===== src/rtl/fp_add_arbiter.sv =====
// fp_add_arbiter: round-robin sharing of one pipelined FP adder between N_REQ requesters.
// Define FP_ARB_FIXED_PRIO_EN to replace round-robin with fixed lowest-index priority.
module fp_add_arbiter #(
    parameter int N_REQ = 4,
    parameter int ID_W = 2,
    parameter int ADD_LATENCY = 1,
    parameter int EXPONENT_WIDTH = 8,
    parameter int MANTISSA_WIDTH = 23,
    localparam int W = 1 + EXPONENT_WIDTH + MANTISSA_WIDTH
) (
    input  logic                      clk,
    input  logic                      reset,
    input  logic [N_REQ-1:0]          req_valid,
    output logic [N_REQ-1:0]          req_ready,
    input  logic [N_REQ*W-1:0]        req_a,
    input  logic [N_REQ*W-1:0]        req_b,
    output logic [W-1:0]              add_a,
    output logic [W-1:0]              add_b,
    input  logic                      add_sign,
    input  logic [EXPONENT_WIDTH-1:0] add_exp,
    input  logic [MANTISSA_WIDTH-1:0] add_mant,
    output logic                      res_valid,
    output logic [ID_W-1:0]           res_id,
    output logic [W-1:0]              res_data,
    output logic                      idle
);
    logic [N_REQ-1:0] pending, eligible, clr;
    logic [ADD_LATENCY:0] tag_v;
    logic [ID_W-1:0] tag_id [ADD_LATENCY+1];
    logic grant;
    logic [ID_W-1:0] gid;
`ifndef FP_ARB_FIXED_PRIO_EN
    logic [ID_W-1:0] rr_ptr;
    logic [N_REQ-1:0] rot;
`endif

    assign eligible = req_valid & ~pending;
`ifdef FP_ARB_FIXED_PRIO_EN
    always_comb begin
        grant = 1'b0;
        gid = '0;
        for (int k = N_REQ - 1; k >= 0; k--) begin
            if (eligible[k]) begin
                grant = 1'b1;
                gid = ID_W'(k);
            end
        end
    end
`else
    // rotate so bit 0 is the requester at rr_ptr; the lowest set bit wins
    assign rot = N_REQ'({eligible, eligible} >> rr_ptr);
    always_comb begin
        grant = 1'b0;
        gid = '0;
        for (int k = N_REQ - 1; k >= 0; k--) begin
            if (rot[k]) begin
                grant = 1'b1;
                gid = ID_W'((int'(rr_ptr) + k) % N_REQ);
            end
        end
    end
`endif

    assign req_ready = grant ? N_REQ'(1) << gid : '0;
    assign res_valid = tag_v[ADD_LATENCY];
    assign res_id = tag_id[ADD_LATENCY];
    assign res_data = {add_sign, add_exp, add_mant};
    assign clr = res_valid ? N_REQ'(1) << res_id : '0;
    assign idle = ~|tag_v & ~grant;

    always_ff @(posedge clk) begin
        if (reset) begin
            add_a <= '0;
            add_b <= '0;
            pending <= '0;
            tag_v <= '0;
            for (int k = 0; k <= ADD_LATENCY; k++) tag_id[k] <= '0;
`ifndef FP_ARB_FIXED_PRIO_EN
            rr_ptr <= '0;
`endif
        end else begin
            if (grant) begin
                add_a <= req_a[int'(gid)*W +: W];
                add_b <= req_b[int'(gid)*W +: W];
`ifndef FP_ARB_FIXED_PRIO_EN
                rr_ptr <= (int'(gid) == N_REQ - 1) ? '0 : gid + 1'b1;
`endif
            end
            pending <= (pending & ~clr) | req_ready;
            tag_v <= {tag_v[ADD_LATENCY-1:0], grant};
            tag_id[0] <= gid;
            for (int k = 1; k <= ADD_LATENCY; k++) tag_id[k] <= tag_id[k-1];
        end
    end
endmodule


===== config.mk =====
export PLATFORM = sky130hd
export DESIGN_NAME = fp_add_arbiter
export DESIGN_NICKNAME = d
export VERILOG_FILES = /design/src/rtl/fp_add_arbiter.sv
export SDC_FILE = /design/constraint.sdc
export NUM_CORES = 1
export LEC_CHECK = 0
export BUFFER_PORTS_ARGS = -buffer_cell sky130_fd_sc_hd__buf_2
export CAP_MARGIN = 25
export CORE_AREA = 4 4 154 156
export CTS_CLUSTER_SIZE = 28
export DETAILED_ROUTE_END_ITERATION = 7
export DIE_AREA = 0 0 158 160
export HOLD_SLACK_MARGIN = 0.05
export SLEW_MARGIN = 20
export SYNTH_ARGS = -nofsm -noshare
export SYNTH_HDL_FRONTEND = slang
export SYNTH_SLANG_ARGS = --single-unit

===== constraint.sdc =====
create_clock -name clk -period 1.97 [get_ports clk]
set_input_delay 0.197 -clock clk [delete_from_list [all_inputs] [get_ports clk]]
set_output_delay 0.197 -clock clk [all_outputs]
set_load 0.01 [all_outputs]

==> results.ini, run 1 <==
[floorplanning]
die_w_um = 158
start_util_pct = 22.0
coreArea_um2 = 22400
die_y_um = 160
io_pins = 398
die-area_um2 = 25300
num_rows = 55

[worst_hold_path]
whs_endpoint = add_b[30]
min_from = req_b[30]
hp-class = in -> reg
hold_depth = 3

[sta]
period_share_pct = 103
tns_ns = -0.0998
fin_ws_ns = -0.0512
skew_ns = 0.0101
period_needed_ns = 2.02
rsz0062_at_grt = yes
slew_viol_final = 0
slew_headroom_pct = 61.6
hold_violations = 0
setup_violations = 2
tightest_slew_ns = 0.576
max_freq_mhz = 495

[pwr]
ir_drop_mv = 0.588
pwr_density_cell_nw_per_um2 = 1470
power.leakage_uw = 0.00383

[detailed_routing]
wl_per_cell_um = 18.9
drc = 0
wl_um = 21800
dr.pass1.iters = 5
routed_via_density = 4.74
num_vias = 5469
drt_iter0_markers = 231
ant_nets = 0

[cts]
clk_path_buf_depth = 2
cts_tree = built
htree_levels = 3
clkTransAtPathRegs_ns = 0.07
cts_buffers = 9
cts.sinks = 76
clkLatencyLatePin_ns = 0.35
root_buffer = clkbuf_16

[yosys]
synth_area_per_cell_um2 = 9.37
ys_seq_elements = 76
synth_top_flop_cell = dfxtp_1
synth_nets = 822
ys_types = 38
yosysSeqAreaShare_pct = 30.9
synth_edf_count = 0
netlist_instances = 526
synth_area_um2 = 4930
async_flop_share_pct = 0
ys.warnings.count = 0

[setup_path]
crit_arrival_ns = 1.82
critPathKind = reg -> out
crit_fanout = 4
end_kind = output pin
reg2reg_to = add_a[0]
rr_worst_depth = 7
rrSetupSlack_ns = 0.01
critPathLaunchType = flop
r2r_start = rr_ptr[0]
required_ns = 1.77

[global_routing]
grt_first_pass_wirelength_um = 30000
grt_pass1_vias = 5612
gr-usage-all-layers_pct = 15.3
antenna_found_initial = 1
grt_start_max_net_pins = 36
grt_overflow = 0

[placement]
gp_congestion = 0.814
io_buffers = 333
pre_cts_slack_ns = -0.0913
dp_hpwl_um = 15600
placed_area_um2 = 6930
dp.cells = 1116

[finish]
final_cell_mix = 329 x buf_2, 84 x mux2i_1, 70 x dfxtp_1
final_net_count = 1158
seqCellArea_um2 = 1530
fin_cells = 1153
final_util_pct = 35.6
area_delta_synth_final_pct = 61.5
multi_input_area_um2 = 3050
postLayoutCellArea_um2 = 7960
drive_above_1_share_pct = 58.9
layout.cells.most_common = buf_2
fill_cells = 2279

[flow_run]
maxCapViolations = 0

[status]
violations = setup timing
status = finished with violations

==> routing by layer <==
| metal | routed length (µm) | part of all wire, % | global-route usage, % |
|---|---|---|---|
| met1 | 8560 | 39 | 17.5 |
| met2 | 11000 | 51 | 26.7 |
| met3 | 1790 | 8.2 | 4.53 |
| met4 | 408 | 1.9 | 5.58 |
| met5 | 0 | 0 | 0 |
==> worst max-delay path, cell delays in order (launching register included) <==
cell and delay, ns:
dfxtp_2 0.32, or3b_4 0.43, o311ai_4 0.09, and2_4 0.26, ha_4 0.14, and2_4 0.13
buf_6 0.09
==> how the worst max path moves through the flow <==
stage                 start      endpoint  depth (start not counted)
2_1_floorplan     rr_ptr[0]     rr_ptr[1]                          8
3_3_place_gp   req_valid[1]      add_a[0]                          7
3_5_place_dp     pending[2]     add_a[18]                          6
4_1_cts          pending[2]  req_ready[3]                          7
5_1_grt          pending[1]  req_ready[2]                          7
6_report          rr_ptr[0]  req_ready[3]                          6
==> layout make-up <==
cell class	instances	area share, %
multi-input combinational	336	38.4
tap	285	4.48
sequential	76	19.2
clock buffer	9	2.83
clock inverter	7	0.817
inverter	33	1.62
antenna	1	0.0314
timing repair buffer	406	32.6
==> cells by family after synthesis <==
family	synth area share, %
compound gates	26.4
fa+ha+maj	0.508
buf+inv	13.4
flops	30.9
mux	19.9
simple gates	8.96
==> what timing repair did <==
action / in CTS / in global routing
gates resized for setup: 42 / 61
setup buffers: 10 / 5
cloned: 1 / 7
pin swaps: 8 / 40
setup endpoints to repair: 63 / 69
hold buffers: 0 / 0
==> cells in the mapped netlist (2+ instances only) <==
cell type	number	area, µm²
nand2b_1	3	18.8
o221ai_1	34	298
nand2_1	36	135
mux2i_1	98	981
and2_1	4	25.0
inv_1	32	120
dfxtp_1	76	1520
nor2_1	41	154
a211oi_1	60	450
buf_12	2	40.0
buf_2	10	50.1
buf_4	45	338
nor3_1	2	10.0
nor2b_1	6	37.5
a21oi_1	3	15.0
clkbuf_1	22	82.6
a2111oi_2	30	450
ha_1	2	25.0
==> power breakdown <==
group	switching [µW]	internal, µW
sequential	358	2210
clock	828	893
combinational	3620	3770
total	4810	6870
==> metrics by stage <==
stage	power (µW)	hold slack (ns)
3_3_place_gp	8420	0.394
2_1_floorplan	6290	0.308
5_1_grt	12400	0.142
3_5_place_dp	8460	0.394
4_1_cts	10900	0.136
6_report	11700	0.138
==> registers in the layout (all words and copies together) (netlist names) <==
register / count
add_a: 32
add_b: 32
pending: 4
rr_ptr: 2
tag_id: 4
tag_v: 2
(Power assumes the default switching activity.)
==> run 2: changes to the inputs <==
Settings changed: CORE_AREA 4 4 154 156 to 4 4 152 154, CTS_BUF_LIST set to sky130_fd_sc_hd__clkbuf_4, DIE_AREA 0 0 158 160 to 0 0 156 158.
==> run 2 against run 1 <==
The flow still finishes with violations (setup timing). Sequential share of layout area fell by 3.6 points. Utilization grew 9.7 points. Clock skew grew 0.030 ns. Maximum frequency is 5.2% lower. Largest cell class is now non-clock buffers. Largest power group unchanged.
==> results.ini, run 2 (synthesized netlist as in run 1, its figures left out) <==
[floorplanning]
die_y_um = 158
io_pins = 398
num_rows = 54
die-area_um2 = 24600
die_w_um = 156
coreArea_um2 = 21700
start_util_pct = 22.7

[setup_path]
crit_fanout = 6
crit_slowest_cell = dfxtp_2
crit_arrival_ns = 2.47
end_kind = flop
cpMostUsedCell = buf_6
slowest_delay_ns = 0.38
critPathKind = reg -> reg
rrSetupSlack_ns = -0.16
critPathBufInv = 4
critPathLaunchType = flop
required_ns = 2.30
cp_top_family = buffers and inverters
cp_cell_sequence = nor2b_4 > buf_6 > o311ai_4 > and2_4 > buf_6 > buf_12 > clkbuf_16 > mux2i_1 > o221ai_1

[pwr]
power.leakage_uw = 0.00458
ir_drop_mv = 0.589
pwr_density_cell_nw_per_um2 = 1260
power_uw = 12400

[global_routing]
grt_first_pass_wirelength_um = 35100
grt_pass1_vias = 6469
antenna_found_initial = 0
gr-usage-all-layers_pct = 18.1
grt_overflow = 0
grt_start_max_net_pins = 38

[detailed_routing]
wl_um = 26300
dr.pass1.iters = 4
drt_iter0_markers = 278
num_vias = 6328
ant_nets = 0
drc = 0
wl_per_cell_um = 20.1
routed_via_density = 4.83

[sta]
hold_ws_ns = 0.103
tightest_slew_ns = 0.657
period_needed_ns = 2.13
period_share_pct = 108
rsz0062_at_grt = yes
fin_ws_ns = -0.162
setup_violations = 39
skew_ns = 0.0405
slew_viol_final = 0
hold_violations = 0
max_freq_mhz = 469
slew_headroom_pct = 56.2

[finish]
layout.cells.most_common = buf_2
final_cell_mix = 330 x buf_2, 147 x dlygate4sd3_1, 77 x mux2i_1
area_delta_synth_final_pct = 99.1
reg.largest.list = add_a: 32 flops, add_b: 32 flops
final_net_count = 1320
drive_above_1_share_pct = 53.6

[status]
violations = setup timing
status = finished with violations

[worst_hold_path]
hp-class = in -> reg

[cts]
clk_path_buf_depth = 2
root_buffer = clkbuf_4
clkTransAtPathRegs_ns = 0.16
htree_levels = 3
cts.sinks = 76
cts_buffers = 9
clkLatencyLatePin_ns = 0.47
cts_tree = built

[flow_run]
maxCapViolations = 0

[placement]
io_buffers = 333
gp_congestion = 0.794
dp_hpwl_um = 14900

run 2: changes by cell type in the layout (fill, tap and decap cells not counted), sizes merged:
cell,before,now
buf,400,411
inv,38,34
bufinv,0,2
clkbuf,15,19
dlygate4sd3,0,147
clkinvlp,1,2
clkinv,1,2
diode,1,2
run 2: per-layer routing:
metal / track usage, % / wire (µm) / vias up / share of wire, %
met1: 20.8 / 10200 / 2974 / 39
li1: - / - / 2936 / -
met3: 5.17 / 2210 / 63 / 8.4
met4: 8.00 / 881 / 0 / 3.3
met2: 31.3 / 13000 / 355 / 49
met5: 0 / 0 / - / 0
run 2: worst min-delay path, stage by stage:
cell,delay [ns]
buf_2,0.12
mux2i_2,0.08
o221ai_1,0.14
run 2: per-stage QoR:
step           TNS [ns]  utilization [%]  worst slack [ns]  cells  instance area (µm²)
6_report          -1.81             45.3            -0.162   1311                 9820
5_1_grt           -6.59             45.2            -0.267   1309                 9810
4_1_cts           -5.26             41.2            -0.216   1283                 8940
3_5_place_dp     -0.589             31.9            -0.117   1107                 6920
3_3_place_gp    -0.0924             31.9           -0.0800   1107                 6920
2_1_floorplan         0                -           0.00885    526                 4930
run 2: worst paths after layout:
| kind | startpoint | to | cells after the start |
|---|---|---|---|
| max | pending[1] | add_a[0] | 9 |
| min | req_b[18] | add_b[18] | 3 |
| max reg2reg | pending[1] | add_a[0] | 9 |
| min reg2reg | tag_id[0][0] | tag_id[0][2] | 1 |
run 2: area by class of cell:
cell class | count | area [µm²]
fillers | 1978 | 11900
repair buffers | 568 | 4370
multi-input cells | 336 | 3260
flip-flops and latches | 76 | 1530
well taps | 280 | 350
inverters | 33 | 129
clock inverters | 7 | 98.8
clock buffers | 9 | 67.6
diodes | 2 | 5.00
run 2: timing repair:
| action | in CTS | in global routing |
|---|---|---|
| endpoints found under the hold margin | 50 | 0 |
| pin swaps | 8 | 44 |
| buffers inserted | 10 | 13 |
| hold buffers | 147 | 0 |
| gates cloned | 3 | 14 |
| gates resized for setup | 53 | 100 |
| endpoints found under the setup margin | 57 | 69 |
run 2: where the power goes:
part / internal, µW / switching [µW] / leakage [µW]
Combinational: 4520 / 4050 / 0.00386
Sequential: 2200 / 392 / 0.000635
Clock: 523 / 696 / 0.0000821
Total: 7250 / 5140 / 0.00458
